$ cat config.mk
export PLATFORM = sky130hd
export DESIGN_NAME = exe_mem_skid_stage
export DESIGN_NICKNAME = d
export VERILOG_FILES = /design/src/rtl/pipe_pkg.sv /design/src/rtl/pipe_perf_cnt.sv /design/src/rtl/exe_mem_skid_stage.sv
export SDC_FILE = /design/constraint.sdc
export NUM_CORES = 1
export LEC_CHECK = 0
export BUFFER_PORTS_ARGS = -buffer_cell sky130_fd_sc_hd__buf_2
export CORE_UTILIZATION = 53
export DETAILED_ROUTE_END_ITERATION = 10
export PLACE_DENSITY = 0.82
export SYNTH_ARGS = -nofsm -noshare
export SYNTH_HDL_FRONTEND = slang
export SYNTH_SLANG_ARGS = --single-unit
$ cat constraint.sdc
create_clock -name clk -period 2.5 [get_ports clk]
set_clock_uncertainty 0.1 [all_clocks]
set_input_delay 0 -clock clk [delete_from_list [all_inputs] [get_ports clk]]
set_output_delay 0 -clock clk [all_outputs]
set_load 0.05 [all_outputs]
$ cat src/rtl/pipe_pkg.sv
// Shared types and constants for the EXE->MEM skid stage.
// Default widths, control bundle bit map and the stage occupancy enum.
package pipe_pkg;

  localparam int DEF_DATA_W  = 32;
  localparam int DEF_CTRL_W  = 15;
  localparam int DEF_RADDR_W = 5;

  // Bit positions inside the packed control bundle; 11..14 are spare.
  localparam int CTRL_MEM_TO_REG = 0;
  localparam int CTRL_REG_WRITE  = 1;
  localparam int CTRL_MEM_WRITE  = 2;
  localparam int CTRL_MEM_READ   = 3;
  localparam int CTRL_RTYPE      = 4;
  localparam int CTRL_LW         = 5;
  localparam int CTRL_SW         = 6;
  localparam int CTRL_J          = 7;
  localparam int CTRL_BEQ        = 8;
  localparam int CTRL_BNE        = 9;
  localparam int CTRL_NOP        = 10;

  typedef enum logic [1:0] {
    EMPTY = 2'd0,
    ONE   = 2'd1,
    TWO   = 2'd2
  } stage_state_e;

  function automatic logic ctrl_is_mem_op(input logic [DEF_CTRL_W-1:0] ctrl);
    return ctrl[CTRL_MEM_READ] | ctrl[CTRL_MEM_WRITE];
  endfunction

endpackage

$ cat src/rtl/pipe_perf_cnt.sv
// Saturating event counter with enable; clears on synchronous reset only.
module pipe_perf_cnt #(
  parameter int W = 32
) (
  input  logic         clk,
  input  logic         rst,
  input  logic         en,
  output logic [W-1:0] cnt
);

  always_ff @(posedge clk) begin
    if (rst) begin
      cnt <= '0;
    end else if (en && (cnt != {W{1'b1}})) begin
      cnt <= cnt + 1'b1;
    end
  end

endmodule

$ cat src/rtl/exe_mem_skid_stage.sv
// EXE->MEM pipeline register with valid/ready handshake and a 2-entry skid buffer.
// Define STAGE_PERF_EN to add the stall_cnt/bubble_cnt performance counters.
module exe_mem_skid_stage
  import pipe_pkg::*;
#(
  parameter int DATA_W  = DEF_DATA_W,
  parameter int CTRL_W  = DEF_CTRL_W,
  parameter int RADDR_W = DEF_RADDR_W
) (
  input  logic               clk,
  input  logic               rst,
  input  logic               flush,
  input  logic               in_valid,
  output logic               in_ready,
  input  logic [CTRL_W-1:0]  in_ctrl,
  input  logic [DATA_W-1:0]  in_alu_res,
  input  logic [DATA_W-1:0]  in_wdata,
  input  logic [RADDR_W-1:0] in_reg_dest,
  output logic               out_valid,
  input  logic               out_ready,
  output logic [CTRL_W-1:0]  out_ctrl,
  output logic [DATA_W-1:0]  out_addr,
  output logic [DATA_W-1:0]  out_wdata,
  output logic [RADDR_W-1:0] out_reg_dest
`ifdef STAGE_PERF_EN
  ,
  output logic [31:0]        stall_cnt,
  output logic [31:0]        bubble_cnt
`endif
);

  stage_state_e state_q, state_d;
  logic load_m_in, load_m_s, load_s;
  logic accept, deliver;

  logic [CTRL_W-1:0]  m_ctrl, s_ctrl;
  logic [DATA_W-1:0]  m_addr, s_addr, m_wdata, s_wdata;
  logic [RADDR_W-1:0] m_dest, s_dest;

  assign out_valid = (state_q != EMPTY);
  assign accept    = in_valid & in_ready;
  assign deliver   = out_valid & out_ready;

  always_comb begin
    state_d   = state_q;
    load_m_in = 1'b0;
    load_m_s  = 1'b0;
    load_s    = 1'b0;
    case (state_q)
      EMPTY: if (accept) begin
        state_d   = ONE;
        load_m_in = 1'b1;
      end
      ONE: begin
        if (accept && deliver) begin
          load_m_in = 1'b1;
        end else if (accept) begin
          state_d = TWO;
          load_s  = 1'b1;
        end else if (deliver) begin
          state_d = EMPTY;
        end
      end
      TWO: if (deliver) begin
        state_d  = ONE;
        load_m_s = 1'b1;
      end
      default: state_d = EMPTY;
    endcase
    // Flush drops any same-cycle accept; payload registers keep their contents.
    if (flush) begin
      state_d   = EMPTY;
      load_m_in = 1'b0;
      load_m_s  = 1'b0;
      load_s    = 1'b0;
    end
  end

  always_ff @(posedge clk) begin
    if (rst) begin
      state_q  <= EMPTY;
      in_ready <= 1'b1;
      m_ctrl   <= '0;
      m_addr   <= '0;
      m_wdata  <= '0;
      m_dest   <= '0;
      s_ctrl   <= '0;
      s_addr   <= '0;
      s_wdata  <= '0;
      s_dest   <= '0;
    end else begin
      state_q  <= state_d;
      in_ready <= (state_d != TWO);
      if (load_m_in) begin
        m_ctrl  <= in_ctrl;
        m_addr  <= in_alu_res;
        m_wdata <= in_wdata;
        m_dest  <= in_reg_dest;
      end else if (load_m_s) begin
        m_ctrl  <= s_ctrl;
        m_addr  <= s_addr;
        m_wdata <= s_wdata;
        m_dest  <= s_dest;
      end
      if (load_s) begin
        s_ctrl  <= in_ctrl;
        s_addr  <= in_alu_res;
        s_wdata <= in_wdata;
        s_dest  <= in_reg_dest;
      end
    end
  end

  assign out_ctrl     = out_valid ? m_ctrl : '0;
  assign out_addr     = m_addr;
  assign out_wdata    = m_wdata;
  assign out_reg_dest = m_dest;

`ifdef STAGE_PERF_EN
  pipe_perf_cnt #(.W(32)) u_stall_cnt (
    .clk (clk),
    .rst (rst),
    .en  (out_valid & ~out_ready),
    .cnt (stall_cnt)
  );

  pipe_perf_cnt #(.W(32)) u_bubble_cnt (
    .clk (clk),
    .rst (rst),
    .en  (~out_valid),
    .cnt (bubble_cnt)
  );
`endif

endmodule

== Yosys cells after proc, flatten, opt, wreduce, memory -nomap -nowiden ==
Index checks and enable logic that the tools add are counted.
Cells by class
  reduce and logical (&&, ||, !) cells: 4
  bitwise gates (word level): 2
  mux-type cells: 26
  equal/unequal tests: 3
Operators with widths (number)
  2-to-1 mux 32 bit: 4
  2-to-1 mux 15 bit: 3
  2-to-1 mux 2 bit: 6
  2-to-1 mux 5 bit: 2
  2-to-1 mux 1 bit: 9
  case mux 2 bit (3 select lines): 1
  nonzero test 2 bit: 2
  bitwise AND 1 bit: 2
  == test 2 x 1 -> 1 bit, second input constant: 1
  == test 2 bit, second input constant: 1
  logical NOT 2 bit: 1
  inequality test 2 bit, second input constant: 1
  case mux 1 bit (2 select lines): 1
  logical AND 1 bit: 1
Storage, ports and cells
  logic and storage cells: 45
  flip-flop bits (word level): 171
  bits of input ports: 89
  output and inout bits: 86

== Logic depth before layout (Yosys ltp) ==
  word-level depth: 8
  depth in mapped cells: 7
  depth with buffers taken out: 4

== Worst setup path before layout ==
OpenSTA, ideal clock, no wires.
  path type: register to register
  from: register in_ready
  to: register m_addr[15] (netlist: out_addr[15])
  arrival time: 1.788 ns
  period minus slack after synthesis: 2.024 ns
  data required time: 2.264 ns
  path buffers: 3
  setup time: 0.136 ns
  cell stages (with the launch flop): 8
  path slack: 0.476 ns
  cell sequence: dfxtp_1 nand2_1 or4_1 buf_4 buf_6 buf_1 nor2_1 a311oi_1
On the way
  cells in the longest elaborated chain, start to end: 6
  elaborated cells between the ends (all ways): 8
  those cells by class: 5 x mux; 1 x bitwise; 2 x reduce/logical
Ends and longest elaborated chain
  start, declared: RTL line exe_mem_skid_stage.sv:14  | output logic in_ready,
  start signal, assigned: RTL line exe_mem_skid_stage.sv:93  | in_ready <= (state_d != TWO);
  bitwise AND 1 bit (*): RTL line exe_mem_skid_stage.sv:41  | assign accept = in_valid & in_ready;
  logical AND 1 bit: RTL line exe_mem_skid_stage.sv:55  | if (accept && deliver) begin
  2-to-1 mux 1 bit: RTL line exe_mem_skid_stage.sv:55
  case mux 1 bit (2 select lines) (*): RTL line exe_mem_skid_stage.sv:49  | case (state_q)
  2-to-1 mux 1 bit (*): RTL line exe_mem_skid_stage.sv:71  | if (flush) begin
  2-to-1 mux 32 bit or nonzero test 2 bit (tied branches)
  end signal, assigned: RTL line exe_mem_skid_stage.sv:96  | m_addr <= in_alu_res;
  end signal, assigned: RTL line exe_mem_skid_stage.sv:101  | m_addr <= s_addr;
  end, declared: RTL line exe_mem_skid_stage.sv:37  | logic [DATA_W-1:0] m_addr, s_addr, m_wdata, s_wdata;
Every way passes the cells marked *; elsewhere a longest branch is shown, timed or not.
A chain may end at the register's enable or synchronous reset.

== Worst setup path after layout ==
  from: register state_q[1]
  to: register s_wdata[13]
On the way
  cells in the longest elaborated chain, start to end: 6
  elaborated cells between the ends (all ways): 7
  those cells by class: 1 x eq/ne; 3 x mux; 1 x bitwise; 2 x reduce/logical
Ends and longest elaborated chain
  start, declared: RTL line exe_mem_skid_stage.sv:32  | stage_state_e state_q, state_d;
  start signal, assigned: RTL line exe_mem_skid_stage.sv:92  | state_q <= state_d;
  nonzero test 2 bit: RTL line exe_mem_skid_stage.sv:40  | assign out_valid = (state_q != EMPTY);
  bitwise AND 1 bit: RTL line exe_mem_skid_stage.sv:42  | assign deliver = out_valid & out_ready;
  logical AND 1 bit: RTL line exe_mem_skid_stage.sv:55
  2-to-1 mux 1 bit: RTL line exe_mem_skid_stage.sv:55
  2-to-1 mux 1 bit (*): RTL line exe_mem_skid_stage.sv:49
  2-to-1 mux 1 bit (*): RTL line exe_mem_skid_stage.sv:71
  end signal, assigned: RTL line exe_mem_skid_stage.sv:108  | s_wdata <= in_wdata;
  end, declared: RTL line exe_mem_skid_stage.sv:37
Marked as above.

==> results.json <==
{
  "outcome": "finished, final reports clean",
  "end_kind": "register",
  "clkTransAtPathRegs_ns": 0.06,
  "synth_common_cells": "337 x nand2_1, 171 x dfxtp_1, 85 x a21oi_1, 85 x nor2_1, 72 x a311oi_1",
  "io_pins": 175,
  "die_y_um": 115,
  "power_w": 0.00663,
  "start_kind": "register",
  "finalHoldViolCount": 0,
  "peakVddDrop_uv": 509,
  "port_buffers": 174,
  "drt_iter0_drc": 657,
  "syn_area_per_cell_um2": 7.88,
  "synth_edf_count": 0,
  "place_area_um2": 7710,
  "drive_gt1_frac": 0.209,
  "die_w_um": 115,
  "critPathBufInv": 2,
  "synth_cells": 866,
  "num_antenna_cells": 0,
  "post-route-drc-count": 0,
  "synth.most_common_cell": "nand2_1",
  "fin_ws_ns": 0.110,
  "arrival_ns": 2.66,
  "fin_util": 0.762,
  "num_rows": 41,
  "top_layer_used": "met4",
  "core_area_um2": 12600,
  "cts_tree": "built",
  "hp-class": "input port to register",
  "dpl.hpwl_um": 9820,
  "globalplace.congestion": 0.730,
  "clk_latency_ns": 0.42,
  "grt_pass1_vias": 6589,
  "period_share": 0.956,
  "htreeDepth": 4,
  "crit_type": "register to register",
  "tns_ns": 0,
  "hold_start": "rst",
  "setup_viol": 0,
  "grt_overflow": 0,
  "clk_path_buf_depth": 2,
  "grt_first_pass_wirelength_um": 30900,
  "met3_length_um": 1400,
  "pre_cts_slack_ns": 0.604,
  "nNetsFinal": 1208,
  "crit_slowest_cell": "dlygate4sd3_1",
  "synth_ff_type": "dfxtp_1",
  "dr.pass1.iters": 5,
  "leakage_nw": 3.88,
  "root_buffer": "clkbuf_16",
  "rsz0062_at_grt": "no",
  "slew_headroom": 0.553,
  "period_minus_slack_ns": 2.39,
  "cts.sinks": 171,
  "viasPerCell": 5.44,
  "met2_length_um": 9540,
  "die_area_um2": 13300,
  "syn2layout_area_growth_pct": 40.4,
  "start_util": 0.543,
  "synthTopCellsByArea": "dfxtp_1 50%, nand2_1 19%, a311oi_1 9.2%",
  "maxCapViolations": 0,
  "ys_warn_count": 0,
  "grt_usage": 0.292,
  "worst_pin_slew_ns": 0.670,
  "required_ns": 2.77,
  "wl_um": 19500,
  "antenna_left": 0,
  "maxSlewViolCount": 0,
  "ys_ff_latch": 171,
  "routedWlPerCell_um": 15.0,
  "cts_made_buffers": 17,
  "cp-startpoint": "state_q[1]",
  "vias": 7090,
  "grt_max_degree": 103,
  "power_density_nw_per_um2": 693,
  "async_reset_ff_frac": 0,
  "mappedNetlistArea_um2": 6820,
  "rr_startpoint": "state_q[1]",
  "syn_nets": 955,
  "wl_met1_um": 8120,
  "fin_area_um2": 9570,
  "worst_path_largest_cell_delay_ns": 0.56,
  "synthDistinctLibCells": 22,
  "worstPathMaxFanout": 47,
  "critPathTopFamily": "buffers and inverters",
  "yosys.area.top_type": "dfxtp_1",
  "fmax_mhz": 418,
  "worstPathCellList": "and3b_1 -> and3b_2 -> buf_4 -> nand2_1 -> a21oi_1 -> dlygate4sd3_1",
  "yosysSeqAreaShare": 0.502,
  "synth_top_area_frac": 0.502,
  "antenna_found_initial": 0
}
layout by cell type, fill, tap and decap left out, drive strengths merged:
cell type	n
nand2	337
buf	188
dfxtp	171
dlygate4sd3	121
nor2	85
a21oi	85
a311oi	84
clkbuf	21
nor2b	16
clkinv	6
bufinv	4
mux2i	2
inv	2
and3b	2
or4	2
nand3b	1
and4bb	1
or4bb	1
o22a	1
nor3	1
clkinvlp	1
cell families (layout without fill, tap and decap cells):
kind of cell / after synthesis / count (layout) / share of synthesized area
AOI/OAI and AO/OA: 170 / 170 / 0.183
buffers and inverters: 77 / 343 / 0.0547
DFF: 171 / 171 / 0.502
muxes: 2 / 2 / 0.00293
and+or+nand+nor: 446 / 446 / 0.258
worst reg2reg max path, cell delays in order, from the launching register on:
cell and delay [ns]:
dfxtp_1 0.37, and3b_1 0.31, and3b_2 0.21, buf_4 0.44, nand2_1 0.18, a21oi_1 0.17
dlygate4sd3_1 0.56
final cells by class:
cell class	instances	area (µm²)
Fill cell	825	2990
Tap cell	172	215
Multi-Input combinational cell	618	3040
Clock buffer	21	480
Sequential cell	171	3420
Inverter	2	7.51
Timing Repair Buffer	309	2250
Clock inverter	11	165
through the flow:
stage	hold WS (ns)	std cells
after floorplan	-0.0231	866
after global placement	0.145	1151
after detailed placement	0.151	1151
after CTS	0.0205	1304
after global routing	0.0586	1304
final	0.0438	1304
per-layer routing:
metal | GRT usage | vias to the layer above
met4 | 0.131 | 0
met1 | 0.364 | 3328
li1 | - | 3412
met2 | 0.483 | 310
met5 | 0 | -
met3 | 0.0669 | 40
worst paths after layout:
kind | to | slack (ns) | cells after the start
max | s_wdata[13] | 0.11 | 6
min reg2reg | s_ctrl[0] | 0.36 | 2
min | out_wdata[8] | 0.04 | 2
max reg2reg | s_wdata[13] | 0.11 | 6
flip-flops by register name, summed over array words and instances, names as in the netlist:
name	flops
s_ctrl	15
out_reg_dest	5
out_addr	32
out_wdata	32
s_wdata	32
s_addr	32
s_dest	5
state_q	2
in_ready	1
m_ctrl	15
where the power goes:
group | internal (W) | switching (W) | total, W
clock | 0.00178 | 0.00107 | 0.00284
sequential | 0.00283 | 0.0000573 | 0.00289
combinational | 0.000310 | 0.000588 | 0.000898
repair_timing:
| item | CTS | global route |
|---|---|---|
| buffers inserted | 0 | 0 |
| hold buffers | 121 | 0 |
| gates resized for setup | 0 | 1 |
| hold endpoints to repair | 171 | 0 |
| setup endpoints to repair | 0 | 4 |
Note: power is estimated with default switching activity, not from simulation.
